### src/rtl/pipe_stage_hs_if.sv
// Handshake bundle for pipe_stage_hs: upstream valid/ready/data and downstream valid/ready/data.
// master = environment side (drives upstream data and downstream ready), slave = the stage.
interface pipe_stage_hs_if #(
    parameter int unsigned WIDTH = 42
);
    logic             in_valid;
    logic             in_ready;
    logic [WIDTH-1:0] in_data;
    logic             out_valid;
    logic             out_ready;
    logic [WIDTH-1:0] out_data;

    modport master (
        output in_valid,
        output in_data,
        output out_ready,
        input  in_ready,
        input  out_valid,
        input  out_data
    );

    modport slave (
        input  in_valid,
        input  in_data,
        input  out_ready,
        output in_ready,
        output out_valid,
        output out_data
    );
endinterface

### src/rtl/pipe_stage_hs.sv
// Pipeline register with valid/ready handshake, synchronous flush and NOP bubbles.
// Optional second (skid) entry with registered in_ready when PIPE_STAGE_SKID_EN is defined.
module pipe_stage_hs #(
    parameter int unsigned      WIDTH     = 42,
    parameter logic [WIDTH-1:0] NOP_VALUE = '0
) (
    input  logic           clk,
    input  logic           reset,
    input  logic           flush,
    pipe_stage_hs_if.slave hs,
    output logic [1:0]     occupancy
);

    logic             main_v_q, main_v_d;
    logic [WIDTH-1:0] main_d_q, main_d_d;
    logic             accept;
    logic             pop;

    assign accept       = hs.in_valid & hs.in_ready;
    assign pop          = main_v_q & hs.out_ready;
    assign hs.out_valid = main_v_q;
    assign hs.out_data  = main_d_q;

`ifdef PIPE_STAGE_SKID_EN
    logic             skid_v_q, skid_v_d;
    logic [WIDTH-1:0] skid_d_q, skid_d_d;

    // in_ready depends only on held state plus flush/reset, never on out_ready.
    assign hs.in_ready = ~skid_v_q & ~flush & ~reset;
    assign occupancy   = {1'b0, main_v_q} + {1'b0, skid_v_q};

    always_comb begin
        main_v_d = main_v_q;
        main_d_d = main_d_q;
        skid_v_d = skid_v_q;
        skid_d_d = skid_d_q;
        if (flush) begin
            main_v_d = 1'b0;
            main_d_d = NOP_VALUE;
            skid_v_d = 1'b0;
            skid_d_d = NOP_VALUE;
        end else if (!main_v_q) begin
            if (accept) begin
                main_v_d = 1'b1;
                main_d_d = hs.in_data;
            end
        end else if (pop) begin
            if (skid_v_q) begin
                main_d_d = skid_d_q;
                skid_v_d = 1'b0;
                skid_d_d = NOP_VALUE;
            end else if (accept) begin
                main_d_d = hs.in_data;
            end else begin
                main_v_d = 1'b0;
                main_d_d = NOP_VALUE;
            end
        end else if (accept) begin
            skid_v_d = 1'b1;
            skid_d_d = hs.in_data;
        end
    end

    always_ff @(posedge clk or posedge reset) begin
        if (reset) begin
            skid_v_q <= 1'b0;
            skid_d_q <= NOP_VALUE;
        end else begin
            skid_v_q <= skid_v_d;
            skid_d_q <= skid_d_d;
        end
    end
`else
    // Single entry: a pop frees the slot in the same cycle, so refill without a bubble.
    assign hs.in_ready = (~main_v_q | hs.out_ready) & ~flush & ~reset;
    assign occupancy   = {1'b0, main_v_q};

    always_comb begin
        main_v_d = main_v_q;
        main_d_d = main_d_q;
        if (flush) begin
            main_v_d = 1'b0;
            main_d_d = NOP_VALUE;
        end else if (accept) begin
            main_v_d = 1'b1;
            main_d_d = hs.in_data;
        end else if (pop) begin
            main_v_d = 1'b0;
            main_d_d = NOP_VALUE;
        end
    end
`endif

    always_ff @(posedge clk or posedge reset) begin
        if (reset) begin
            main_v_q <= 1'b0;
            main_d_q <= NOP_VALUE;
        end else begin
            main_v_q <= main_v_d;
            main_d_q <= main_d_d;
        end
    end

endmodule

### src/flat_wrapper.sv
// flat-port wrapper written by rule: the top's interface ports become plain ports
module pipe_stage_hs_flat 
#(
    parameter int unsigned      WIDTH     = 42,
    parameter logic [WIDTH-1:0] NOP_VALUE = '0
)
  (clk, reset, flush, occupancy, hs_in_valid, hs_in_data, hs_out_ready, hs_in_ready, hs_out_valid, hs_out_data);
  pipe_stage_hs_if #(.WIDTH(WIDTH)) hs_i ();
  input  logic clk;
  input  logic reset;
  input  logic flush;
  output logic [1:0] occupancy;
  input wire logic [$bits(hs_i.in_valid)-1:0] hs_in_valid;
  input wire logic [$bits(hs_i.in_data)-1:0] hs_in_data;
  input wire logic [$bits(hs_i.out_ready)-1:0] hs_out_ready;
  output wire logic [$bits(hs_i.in_ready)-1:0] hs_in_ready;
  output wire logic [$bits(hs_i.out_valid)-1:0] hs_out_valid;
  output wire logic [$bits(hs_i.out_data)-1:0] hs_out_data;
  assign hs_i.in_valid = hs_in_valid;
  assign hs_i.in_data = hs_in_data;
  assign hs_i.out_ready = hs_out_ready;
  assign hs_in_ready = hs_i.in_ready;
  assign hs_out_valid = hs_i.out_valid;
  assign hs_out_data = hs_i.out_data;
  pipe_stage_hs #(.WIDTH(WIDTH), .NOP_VALUE(NOP_VALUE)) u_core (.clk(clk), .reset(reset), .flush(flush), .hs(hs_i), .occupancy(occupancy));
endmodule
### config.mk
export PLATFORM = sky130hd
export DESIGN_NAME = pipe_stage_hs_flat
export DESIGN_NICKNAME = d
export VERILOG_FILES = /design/src/rtl/pipe_stage_hs_if.sv /design/src/rtl/pipe_stage_hs.sv /design/src/flat_wrapper.sv
export SDC_FILE = /design/constraint.sdc
export NUM_CORES = 1
export LEC_CHECK = 0
export ABC_AREA = 1
export BUFFER_PORTS_ARGS = -buffer_cell sky130_fd_sc_hd__buf_4
export CAP_MARGIN = 20
export CORE_MARGIN = 4
export CORE_UTILIZATION = 47
export DETAILED_ROUTE_END_ITERATION = 8
export GPL_TIMING_DRIVEN = 0
export HOLD_SLACK_MARGIN = 0.12
export PLACE_DENSITY = 0.83
export SKIP_CTS_REPAIR_TIMING = 1
export SLEW_MARGIN = 15
export SYNTH_ARGS = -nofsm -noshare
export SYNTH_HDL_FRONTEND = slang
export SYNTH_SLANG_ARGS = --single-unit
### constraint.sdc
create_clock -name clk -period 1.2 [get_ports clk]
set_input_delay 0.06 -clock clk [delete_from_list [all_inputs] [get_ports clk]]
set_output_delay 0.06 -clock clk [all_outputs]
set_load 0.01 [all_outputs]
* Yosys cells after proc, flatten, opt, wreduce, memory -nomap -nowiden
Cells that the tools add are included.
Word-level totals: register bits 43, bits in latches 0, memory bits (writable) 0, bits in read-only memories 0, input port bits 47, output and inout port bits 46, logic and storage cells 17, memories kept 0
Operators by class: add/subtract/negate cells 0, multipliers 0, divide/modulo/power cells 0, $lt $le $gt $ge 0, eq/ne operators 0, shift operators 0, muxes and demuxes 6, bitwise operators 8, reduce and logical (&&, ||, !) cells 1
Operator list (count):
- 2-to-1 mux 42 bit | 3
- bitwise AND 1 bit | 4
- 2-to-1 mux 1 bit | 3
- inverter 1 bit | 3
- nonzero test 3 bit | 1
- OR 1 bit | 1

* Depth between registers and ports, before layout
depth in word-level cells 7, mapped depth 6, gate-level depth less buffers 5

* Worst setup path before layout
Ideal clock, no wire load.
path kind flip-flop to flip-flop, start point register u_core.main_v_q, in the netlist u_core.hs.out_valid, end point register u_core.main_d_q[10], in the netlist u_core.hs.out_data[10], setup time 0.066 ns, data arrival time 1.068 ns, required time 1.134 ns, path slack 0.066 ns, stages on the path, launching flop included 5, buffers on the path 1, period minus slack after synthesis 1.134 ns, path through dfrtp_1 -> a21oi_2 -> buf_6 -> nand3_2 -> nand2_1
Between the ends: cells in the longest elaborated chain, start to end 7, elaborated cells between the ends (all ways) 9, classes of those cells mux: 2; bitwise: 6; reduce/logical: 1
RTL lines:
- start: declaration | RTL line pipe_stage_hs.sv:14 | logic main_v_q, main_v_d;
- start signal: assignment | RTL line pipe_stage_hs.sv:99 | main_v_q <= main_v_d;
- inverter 1 bit | RTL line pipe_stage_hs.sv:75 | assign hs.in_ready = (~main_v_q | hs.out_ready) & ~flush & ~reset;
- OR 1 bit | RTL line pipe_stage_hs.sv:75
- bitwise AND 1 bit (2 in a row) | RTL line pipe_stage_hs.sv:75
- bitwise AND 1 bit | RTL line pipe_stage_hs.sv:19 | assign accept = hs.in_valid & hs.in_ready;
- 2-to-1 mux 42 bit | RTL line pipe_stage_hs.sv:84 | end else if (accept) begin
- 2-to-1 mux 42 bit | RTL line pipe_stage_hs.sv:81 | if (flush) begin
- end signal: assignment | RTL line pipe_stage_hs.sv:100 | main_d_q <= main_d_d;
- end: declaration | RTL line pipe_stage_hs.sv:15 | logic [WIDTH-1:0] main_d_q, main_d_d;
Parallel ways exist; a longest one is shown, timed or not. A chain may end at the register's enable or synchronous reset.

* Worst setup path in the final report
start point register u_core.main_v_q, in the netlist u_core.hs.out_valid, end point output hs_in_ready
Between the ends: cells in the longest elaborated chain, start to end 4
RTL lines:
- inverter 1 bit | RTL line pipe_stage_hs.sv:75
- OR 1 bit | RTL line pipe_stage_hs.sv:75
- bitwise AND 1 bit (2 in a row) | RTL line pipe_stage_hs.sv:75
- end: declaration | RTL line flat_wrapper.sv:16 | output wire logic [$bits(hs_i.in_ready)-1:0] hs_in_ready;
No other way between the ends.

==> results.tsv <==
stage	metric	value	unit
critical_path	Slowest Stage Delay on Critical Path	0.45	ns
timing	Fmax achieved	0.846	GHz
timing	Worst Skew	0.00626	ns
logic_synthesis	syn_nets	248	
placement	placed cell areas	2910	µm²
critical_path	Critical Path Start	u_core.hs.out_valid	
critical_path	RR Startpoint	u_core.hs.out_valid	
critical_path	CP endpoint kind	output pin	
global_route	initial antenna violation count	0	
cts	Clock Latency Late Sink	0.30	ns
drt	routed len/inst	15.4	µm
pwr	overall power	3.19	mW
cts	CTS Buf Count	5	
critical_path	Reg2Reg Setup Slack	0.04	ns
drt	DRC violation count after routing	0	
cts	CTS root buf	clkbuf_8	
placement	Placer Congestion	0.782	
placement	HPWL reported at the end of detailed placement	3840	µm
finish	layout cell share with drive strength beyond 1	48.1	%
timing	final worst path period share	98.5	%
placement	port buffer count	90	
critical_path	CP Max Fanout	8	
cts	clock sinks	43	
floorplan	row cnt	24	
critical_path	crit path capture	hs_in_ready	
timing	RSZ-0062 raised after global routing	true	
logic_synthesis	synth warn	0	
finish	Non-Filler Instances	395	
global_route	largest net degree at the start of global routing	23	
drt	Pre-Repair DR Iteration Count	4	
drt	WL final	6070	µm
timing	Slew Limit Fails	0	
timing	Fin. Hold Viols	0	
floorplan	die height	75.6	µm
timing	smallest hold slack	0.0851	ns
critical_path	CP Launch Type	flip-flop	
cts	CTS tree	built	
floorplan	starting density of the core	48.9	%
global_route	first-pass GRT wire length	8170	µm
critical_path	Worst Reg2Reg Path Length in Cells	5	
critical_path	kind of critical path	flip-flop to output pin	
timing	min Tclk post-route	1.18	ns
logic_synthesis	Yosys reg bits	43	
timing	final setup violation count	0	
drt	antenna viol nets, final	0	
timing	Worst Max-Slew Pin Slew	0.512	ns
drt	vias post-DR	2032	
logic_synthesis	sequential element share of the synthesized area	50.2	%
logic_synthesis	Synth Cell Area	2140	µm²
critical_path	Worst EP arrival	1.12	ns
global_route	total congestion overflow	0	
finish	Design Area, Final	3460	µm²
global_route	vias in the first global route	1748	
floorplan	Die Area	5710	µm²
pwr	PD cells	920	nW/µm²
run	max-cap violations	0	
critical_path	R2R Path End	u_core.hs.out_data[39]	
critical_path	slowest CP cell	dfrtp_2	
critical_path	critical path required time	1.14	ns
drt	initial DRC count	80	
placement	Cells after DPL	344	
cts	Clock transition at path regs	0.07	ns
logic_synthesis	Yosys cell types	18	
drt	DR vias/cell	5.14	
pwr	Max VDD drop	0.652	mV
cts	CTS max path bufs	2	
run_status	outcome	finished, final reports clean	
worst_hold_path	hold_sp	reset	
worst_hold_path	min-delay worst type	primary input to flip-flop	
floorplan	die width	75.6	µm
global_route	GR Util All Layers	18.9	%
logic_synthesis	Cells after Synth	201	
floorplan	IO Pins	93	
logic_synthesis	synthesized area per cell	10.7	µm²
timing	max_slew headroom	65.8	%
critical_path	CP Cell Sequence	nand2_4 -> and2_4 -> buf_6	
cts	H-tree depth	2	
finish	Synth-to-Final Area Change	61.5	%
finish	Diodes inserted	0	
pwr	leakage power	1.77	nW
floorplan	core area	4380	µm²
finish	Final #Nets	391	
==> critical path: cells and delay by family, from the launching register on <==
family | cells | cell delay [ns]
buffers and inverters | 1 | 0.10
flip-flops | 1 | 0.45
AND/OR/NAND/NOR | 2 | 0.28
==> cell usage in the layout (no fill, tap or decap), types with 2 or more instances in the layout <==
cell           instances
buf_4                 93
dlygate4sd3_1         44
nand4_1               42
nand2_1               42
dfrtp_1               42
nand3_2               40
buf_6                 11
buf_2                  7
clkbuf_8               5
clkbuf_1               4
inv_2                  2
nand3_1                2
==> power by group <==
group	total (mW)	switching (mW)	leakage (nW)	internal [mW]
clock	0.867	0.478	0.0371	0.389
sequential	1.58	0.0583	0.581	1.52
combinational	0.739	0.339	1.16	0.399
total	3.19	0.876	1.77	2.31
==> per-layer routing <==
metal	global-route usage (%)	part of all wire, %	vias up
met5	0	0	-
met4	4.08	1.1	0
met3	5.80	6.5	8
li1	-	-	995
met2	33.0	52	79
met1	23.2	41	950
==> worst min path at each step <==
stage                                   endpoint  cells after the start
final                      u_core.hs.out_data[5]                      4
after global routing       u_core.hs.out_data[4]                      4
after CTS                 u_core.hs.out_data[40]                      2
after detailed placement  u_core.hs.out_data[39]                      2
after global placement       u_core.hs.out_valid                      2
after floorplan              u_core.hs.out_valid                      1
==> cell usage after synthesis (all sizes together) <==
library cell | count | area share (%)
dfrtp | 43 | 50
nand2 | 43 | 7.6
nand3 | 43 | 20
nand4 | 42 | 12
buf | 20 | 7.5
clkbuf | 3 | 0.53
inv | 2 | 0.35
a21oi | 1 | 0.41
and2 | 1 | 0.29
conb | 1 | 0.17
nor2 | 1 | 0.53
o21ai | 1 | 0.23
==> cell type report <==
class,instances,area [µm²]
Timing Repair Buffer,137,1170
Sequential cell,43,1080
Fill cell,299,921
Multi-Input combinational cell,133,905
Buffer,22,166
Clock buffer,6,72.6
Tap cell,52,65.1
Inverter,2,7.51
==> flip-flops by register name (all words and copies together), names as in the netlist <==
| register | count |
|---|---|
| u_core.hs.out_data | 42 |
| u_core.hs.out_valid | 1 |
==> cells by family after synthesis <==
logic type	count (synthesis)	share of synthesized area (%)
flip-flops	43	50.2
AND/OR/NAND/NOR	130	40.7
other	1	0.175
buffers and inverters	25	8.34
AO/OA/AOI/OAI	2	0.642
==> stage by stage <==
stage	TNS (ns)	setup slack, ns	utilization, %
after floorplan	0	0.0658	-
after global placement	-20.19	-0.458	65.8
after detailed placement	-1.45	-0.0492	66.4
after CTS	-2.15	-0.0882	68.1
after global routing	-0.0728	-0.0238	79.0
final	0	0.0175	79.0
Note: power is estimated with default switching activity, not from simulation.
